[src/rtl/arbiter_pkg.sv]
// rtl/arbiter_pkg.sv - shared defaults, polarity encoding and packet layout for the event path
package arbiter_pkg;

  localparam int DEFAULT_ROW_W = 4;
  localparam int DEFAULT_COL_W = 4;
  localparam int DEFAULT_TS_W  = 16;
  localparam int DEFAULT_DEPTH = 8;

  // Value of the pol bit for an ON event; OFF events carry the complement
  localparam logic POLARITY = 1'b1;

  // Packet layout at the default widths, MSB first
  typedef struct packed {
    logic [DEFAULT_TS_W-1:0]  ts;
    logic [DEFAULT_ROW_W-1:0] row;
    logic [DEFAULT_COL_W-1:0] col;
    logic                     pol;
  } packet_t;

endpackage

[src/rtl/event_fifo.sv]
// rtl/event_fifo.sv - first-word-fall-through packet buffer with wrapping pointers
module event_fifo
  import arbiter_pkg::*;
#(
  parameter int WIDTH = 25,
  parameter int DEPTH = DEFAULT_DEPTH
) (
  input  logic                       clk_i,
  input  logic                       reset_i,
  input  logic                       push_i,
  input  logic                       pop_i,
  input  logic [WIDTH-1:0]           wdata_i,
  output logic [WIDTH-1:0]           rdata_o,
  output logic [$clog2(DEPTH):0]     count_o,
  output logic                       full_o,
  output logic                       empty_o
);

  localparam int AW = $clog2(DEPTH);
  localparam int CW = AW + 1;

  logic [WIDTH-1:0] mem_q [DEPTH];
  logic [AW-1:0]    wr_ptr_q, wr_ptr_d;
  logic [AW-1:0]    rd_ptr_q, rd_ptr_d;
  logic [CW-1:0]    count_q, count_d;
  logic             push_ok, pop_ok;

  // Flags and head data come straight from registered state (FWFT)
  always_comb begin
    full_o  = (count_q == CW'(DEPTH));
    empty_o = (count_q == '0);
    count_o = count_q;
    rdata_o = mem_q[rd_ptr_q];
    push_ok = push_i && !full_o;
    pop_ok  = pop_i && !empty_o;
  end

  // Next pointer/count; pointers wrap naturally because DEPTH is a power of two
  always_comb begin
    wr_ptr_d = wr_ptr_q;
    rd_ptr_d = rd_ptr_q;
    count_d  = count_q;
    if (push_ok) wr_ptr_d = wr_ptr_q + AW'(1);
    if (pop_ok)  rd_ptr_d = rd_ptr_q + AW'(1);
    case ({push_ok, pop_ok})
      2'b10:   count_d = count_q + CW'(1);
      2'b01:   count_d = count_q - CW'(1);
      default: count_d = count_q;
    endcase
  end

  // Pointer and count registers; reset empties the buffer
  always_ff @(posedge clk_i) begin
    if (reset_i) begin
      wr_ptr_q <= '0;
      rd_ptr_q <= '0;
      count_q  <= '0;
    end else begin
      wr_ptr_q <= wr_ptr_d;
      rd_ptr_q <= rd_ptr_d;
      count_q  <= count_d;
    end
  end

  // Storage needs no reset: entries are only visible once counted
  always_ff @(posedge clk_i) begin
    if (push_ok && !reset_i) mem_q[wr_ptr_q] <= wdata_i;
  end

endmodule

[src/rtl/event_packetizer.sv]
// rtl/event_packetizer.sv - timestamps granted pixel events and buffers them as packets
module event_packetizer
  import arbiter_pkg::*;
#(
  parameter int ROW_W = DEFAULT_ROW_W,
  parameter int COL_W = DEFAULT_COL_W,
  parameter int TS_W  = DEFAULT_TS_W,
  parameter int DEPTH = DEFAULT_DEPTH
) (
  input  logic                          clk_i,
  input  logic                          reset_i,
  input  logic                          evt_valid_i,
  input  logic [ROW_W-1:0]              row_addr_i,
  input  logic [COL_W-1:0]              col_addr_i,
  input  logic                          pol_i,
  output logic                          evt_ready_o,
  input  logic                          ts_clear_i,
  input  logic                          ovf_clr_i,
  output logic                          pkt_valid_o,
  output logic [TS_W+ROW_W+COL_W:0]     pkt_data_o,
  input  logic                          pkt_ready_i,
  output logic [$clog2(DEPTH):0]        count_o,
  output logic                          overflow_o
);

  localparam int PW = TS_W + ROW_W + COL_W + 1;

  logic [TS_W-1:0] ts_q, ts_d;
  logic            overflow_q, overflow_d;
  logic            fifo_full, fifo_empty;
  logic            push, pop;
  logic [PW-1:0]   pkt_in;

  // Handshakes; ready depends only on the registered fill level
  always_comb begin
    evt_ready_o = !fifo_full;
    pkt_valid_o = !fifo_empty;
    push        = evt_valid_i && evt_ready_o;
    pop         = pkt_valid_o && pkt_ready_i;
    pkt_in      = {ts_q, row_addr_i, col_addr_i, pol_i};
    overflow_o  = overflow_q;
  end

  // Timestamp advance (clear beats increment) and sticky overflow (new overflow beats clear)
  always_comb begin
    ts_d = ts_clear_i ? '0 : ts_q + TS_W'(1);
    overflow_d = overflow_q;
    if (ovf_clr_i) overflow_d = 1'b0;
    if (evt_valid_i && fifo_full) overflow_d = 1'b1;
  end

  // Timestamp and overflow registers
  always_ff @(posedge clk_i) begin
    if (reset_i) begin
      ts_q       <= '0;
      overflow_q <= 1'b0;
    end else begin
      ts_q       <= ts_d;
      overflow_q <= overflow_d;
    end
  end

  event_fifo #(
    .WIDTH (PW),
    .DEPTH (DEPTH)
  ) u_fifo (
    .clk_i   (clk_i),
    .reset_i (reset_i),
    .push_i  (push),
    .pop_i   (pop),
    .wdata_i (pkt_in),
    .rdata_o (pkt_data_o),
    .count_o (count_o),
    .full_o  (fifo_full),
    .empty_o (fifo_empty)
  );

endmodule

[config.mk]
export PLATFORM = sky130hd
export DESIGN_NAME = event_packetizer
export DESIGN_NICKNAME = d
export VERILOG_FILES = /design/src/rtl/arbiter_pkg.sv /design/src/rtl/event_fifo.sv /design/src/rtl/event_packetizer.sv
export SDC_FILE = /design/constraint.sdc
export NUM_CORES = 1
export LEC_CHECK = 0
export BUFFER_PORTS_ARGS = -buffer_cell sky130_fd_sc_hd__buf_4
export CAP_MARGIN = 10
export CORE_AREA = 2 2 178 180
export DETAILED_ROUTE_END_ITERATION = 8
export DIE_AREA = 0 0 180 182
export SLEW_MARGIN = 20
export SYNTH_ARGS = -nofsm -noshare
export SYNTH_HDL_FRONTEND = slang
export SYNTH_HIERARCHICAL = 1
export SYNTH_SLANG_ARGS = --single-unit
export TNS_END_PERCENT = 30
[constraint.sdc]
create_clock -name clk_i -period 13 [get_ports clk_i]
set_input_delay 2.6 -clock clk_i [delete_from_list [all_inputs] [get_ports clk_i]]
set_output_delay 2.6 -clock clk_i [all_outputs]
set_load 0.1 [all_outputs]
### Word-level counts from Yosys, hierarchy flattened

Memory sizes are Yosys's and may differ from the RTL's. A register that Yosys moved wholly into a read port is not among the register bits.
Cells that the tools add are included.
W data, S select, Z words.

| storage, ports and cells | value |
|---|---|
| register bits after elaboration | 27 |
| latch bits | 0 |
| bits in writable memories | 200 |
| ROM bits | 0 |
| output and inout port bits | 32 |
| word-level logic and storage cells | 34 |
| memories kept | 1 |

| operators by class | value |
|---|---|
| add/subtract/negate cells | 5 |
| multipliers | 0 |
| div/mod/pow operators | 0 |
| magnitude comparators | 0 |
| eq/ne operators | 3 |
| shift-type cells | 0 |
| muxes and demuxes | 7 |
| bitwise gates (word level) | 0 |
| reduce and logical (&&, ||, !) cells | 13 |

Memory list:

| name | depth | width | read ports | clocked after memory_dff | wr ports | line | text |
|---|---|---|---|---|---|---|---|
| u_fifo.mem_q | 8 | 25 | 1 | 1 | 1 | event_fifo.sv:22 | `logic [WIDTH-1:0] mem_q [DEPTH];` |

Operators by type and width:

| kind | count |
|---|---|
| $add A16 B1 Y16 const B | 1 |
| $pmux W4 S2 | 1 |
| $add A3 B1 Y3 const B | 2 |
| $logic_and A1 B1 Y1 | 6 |
| $mux W3 | 2 |
| $add A4 B1 Y4 const B | 1 |
| $eq A4 B4 Y1 const B | 1 |
| $logic_not A4 Y1 | 1 |
| $mux W1 | 4 |
| $reduce_bool A2 Y1 | 2 |
| $sub A4 B1 Y4 const B | 1 |
| $logic_not A1 Y1 | 3 |
| $eq A2 B1 Y1 const B | 1 |
| $eq A2 B2 Y1 const B | 1 |
| $reduce_or A2 Y1 | 1 |

### Logic depth before layout (Yosys ltp)

| logic depth | value |
|---|---|
| depth in word-level cells | 7 |
| depth in mapped cells | 12 |
| mapped depth without buffers | 11 |

### Modules after synthesis

Netlist, hierarchy kept.

By module, submodules not included:

| module | instances | cells an instance | area each (µm²) |
|---|---|---|---|
| event_fifo | 1 | 365 | 8344.3 |
| event_packetizer | 1 | 89 | 784.5 |

### Worst setup path before layout

Ideal clock, no wire load.

| timing | value |
|---|---|
| kind | input to register |
| start | in evt_valid_i |
| end | mem u_fifo.mem_q[0][0] (enable) |
| setup time | 479 ps |
| data arrival time | 5663 ps |
| required time | 12521 ps |
| path slack | 6858 ps |
| stages | 3 |
| buffers on the path | 0 |
| cells stage by stage | nor2b_1 nand2_2 nor4b_1 |

| between the ends | value |
|---|---|
| cells in the longest elaborated chain, start to end | 5 |

RTL lines:

| what | line | text |
|---|---|---|
| from (decl) | event_packetizer.sv:12 | `input logic evt_valid_i,` |
| $logic_and A1 B1 Y1 | event_packetizer.sv:38 | `push = evt_valid_i && evt_ready_o;` |
| $logic_and A1 B1 Y1 | event_fifo.sv:34 | `push_ok = push_i && !full_o;` |
| $logic_and A1 B1 Y1 | event_fifo.sv:67 | `if (push_ok && !reset_i) mem_q[wr_ptr_q] <= wdata_i;` |
| $mux W1 | event_fifo.sv:67 |  |
| $mux W1 (implied by the code) | event_fifo.sv:67 |  |
| to (decl) | event_fifo.sv:22 |  |

Every way passes these cells.

==> impl_metrics.toml <==
[synth]
yosysTopAreaCell = "edfxtp_1"
yosysWarnings = 6
seq_area_frac_synth_pct = 72.4
synthArstFlopShare_pct = 0
synth_common_cells = "edfxtp_1 (200), mux4_1 (48), dfxtp_1 (30), mux2_2 (25), nor2_1 (21)"
synthTopCellsByArea = "edfxtp_1 (66%), mux4_1 (14%), dfxtp_1 (6.6%), mux2_2 (3.1%), nor2_1 (0.86%)"
syn-cell-area_um2 = 9130
postSynthNetCount = 476
synth.avg_cell_area_um2 = 20.1
ys_ff_latch = 230
synth-edff-count = 200
ys.flop_type = "edfxtp_1"
synth_most_common_cell = "edfxtp_1"
yosysTopAreaCellShare_pct = 65.8
synth_cell_types = 39
syn_inst = 454

[die]
fp.coreArea_um2 = 31000
fp.dieH_um = 182
rows = 65
die_width_um = 180
initial_utilization_pct = 29.5
die-area_um2 = 32800
pin_count = 47

[clocking]
htree_levels = 1
clock-sinks = 230
cts_tree = "done"
clk_pin_slew_ns = 0.06
cts-buffers-inserted = 25
clkLatencyLatePin_ns = 0.52
cts-resized-gates = 0
ctsRootBufferMaster = "clkbuf_16"
cts_setup_buffers = 0
hold_buffers = 0
clk_path_buf_depth = 3

[power]
power.switching_uw = 595
pwr-share-seq_pct = 43.1
power.density_nw_per_um2 = 181
power.share.switching_pct = 30.7
pwr-share-comb_pct = 22.9
ir_drop_uv = 87.1
power_frac_clock_pct = 33.9
p_int_mw = 1.35
p_leak_nw = 3.45

[detailed_routing]
wl_mm = 17.6
ant_nets = 0
drc_errors = 0
wl_per_cell_um = 18.8
vias = 4500
drt_iter0_drc = 328
vias_per_cell = 4.80
drt_first_pass_iters = 4

[sta]
tightestPinTransition_ns = 0.874
skew_ns = 0.0111
drv_slew = 0
tns_ns = 0
finalSetupViolCount = 0
fin_crit_ns = 5.33
max_freq_ghz = 0.188
relSlewSlack_pct = 41.7
fin_crit_sh_pct = 41.0
grt_setup_unrepaired = "no"
final_hold_viol_count = 0
worst_slack_ns = 7.67

[critical_path]
worst-path-stages = 4
r2r_setup_slack_ns = 9.93
cp.buffers_inverters = 2
crit_family = "multiplexers"
path_cells = "buf_4 > mux4_1 > mux2_2 > buf_4"
critPathSlowestCell = "buf_4"
path_common_cell = "buf_4"
r2r_cells = 10
criticalPathCategory = "reg2out"
start_kind = "register"
required_ns = 10.40
crit_path_max_fanout = 50
slowest_delay_ns = 0.68
cp-end-kind = "output port"
cp.arrival_ns = 2.73

[placed_design]
place_ws_ns = 8.12
io_buffers = 46
place_hpwl_mm = 9.71
gp_congestion = 0.655

[grt]
first_global_vias = 4713
use_met3_pct = 1.83
grt_use_met1_pct = 13.3
grtUsageTotal_pct = 10.7
grt_overflow = 0
grt_busiest_layer = "met2"
grt_max_degree = 51
grt_antenna_before_repair = 0
grt_pass1_wl_mm = 27.2
grt_util_met2_pct = 19.3

[cells_and_area]
antennaDiodeCount = 0
drive_gt1_share_pct = 24.1
syn_to_final_growth_pct = 17.6
nets = 540

[outcome]
status = "finished, final reports clean"

[hold_path]
whs_path_depth = 2
hp-class = "reg2reg"

[flow_run]
cap_viol_max_count = 0
cells in the final DEF (no fill, tap or decap), types with 2 or more instances in the layout:
master	netlist	routed
buf_4	0	55
mux4_2	2	2
mux2_2	25	25
nor3_2	0	3
clkbuf_16	0	25
nor2_2	0	3
mux4_1	48	48
nand2_1	11	11
nor2b_1	2	2
ha_1	6	6
nor3_1	5	2
inv_1	9	9
a21oi_1	13	13
nand4_1	4	4
o21a_1	4	4
bufinv_16	0	2
dfxtp_1	30	27
or3_1	3	3
nor2_1	21	18
nand3_1	10	10
o31ai_1	6	6
edfxtp_1	200	200
mux2i_1	4	4
clkinv_1	0	4
nor4_1	5	4
xor2_1	7	7
clkinv_2	0	4
dfxtp_2	0	2
xnor2_1	2	2
clkbuf_1	4	9
or4_1	6	6
metrics by stage:
step / std cells / area, um^2 / hold slack (ns) / power, mW / util (%)
after floorplan: 454 / 9130 / 0.485 / 1.22 / -
after global placement: 893 / 9970 / 0.459 / 1.29 / 32.2
after detailed placement: 893 / 9970 / 0.470 / 1.30 / 32.2
after CTS: 938 / 10700 / 0.476 / 1.96 / 34.6
after global routing: 938 / 10700 / 0.522 / 2.01 / 34.6
final: 938 / 10700 / 0.470 / 1.94 / 34.6
power groups by stage:
| stage | registers (mW) | clock network [mW] | logic (mW) |
|---|---|---|---|
| CTS | 0.837 | 0.675 | 0.450 |
| finish | 0.837 | 0.658 | 0.445 |
| global route | 0.840 | 0.704 | 0.465 |
| detailed placement | 0.853 | 0 | 0.449 |
| global placement | 0.850 | 0 | 0.442 |
| floorplan | 0.876 | 0 | 0.344 |
sequential cells by signal, summed over array words and instances, names as in the netlist, named ones only:
register         cells
overflow_o           1
ts_q                16
u_fifo/count_o       4
u_fifo/mem_q       200
u_fifo/rd_ptr_q      3
u_fifo/wr_ptr_q      3
metal layers:
metal	wire, um	part of all wire, %
met5	0	0
met4	348	2.0
met3	624	3.5
met2	9090	52
met1	7560	43
cells by family after synthesis:
family          after synthesis  synth area share [%]
compound gates               25                  1.71
simple gates                 77                  4.54
xor+xnor                      9                 0.864
flops                       230                  72.4
mux                          79                  17.8
buf+inv                      27                  1.64
fa+ha+maj                     7                  1.04
worst paths after layout:
kind | startpoint | endpoint
setup / recovery | register | pkt_data_o[11]
setup reg to reg | u_fifo/count_o[1] | u_fifo/count_o[3]
hold / removal | overflow_o | overflow_o
hold reg to reg | overflow_o | overflow_o
final cells by class:
| cell class | count | area [um^2] |
|---|---|---|
| timing repair buffer | 55 | 413 |
| fill | 2823 | 20300 |
| tap | 402 | 503 |
| inverter | 9 | 33.8 |
| multi-input combinational | 197 | 2410 |
| clock buffer | 34 | 659 |
| clock inverter | 11 | 104 |
| sequential | 230 | 6610 |
worst register-to-register path, delay by kind of cell (launching register included):
kind,cells,cell delay (ns)
compound gates,3,0.51
flops,1,0.37
simple gates,4,1.47
fa+ha+maj,2,0.54
buf+inv,1,0.14
(Power assumes the default switching activity.)
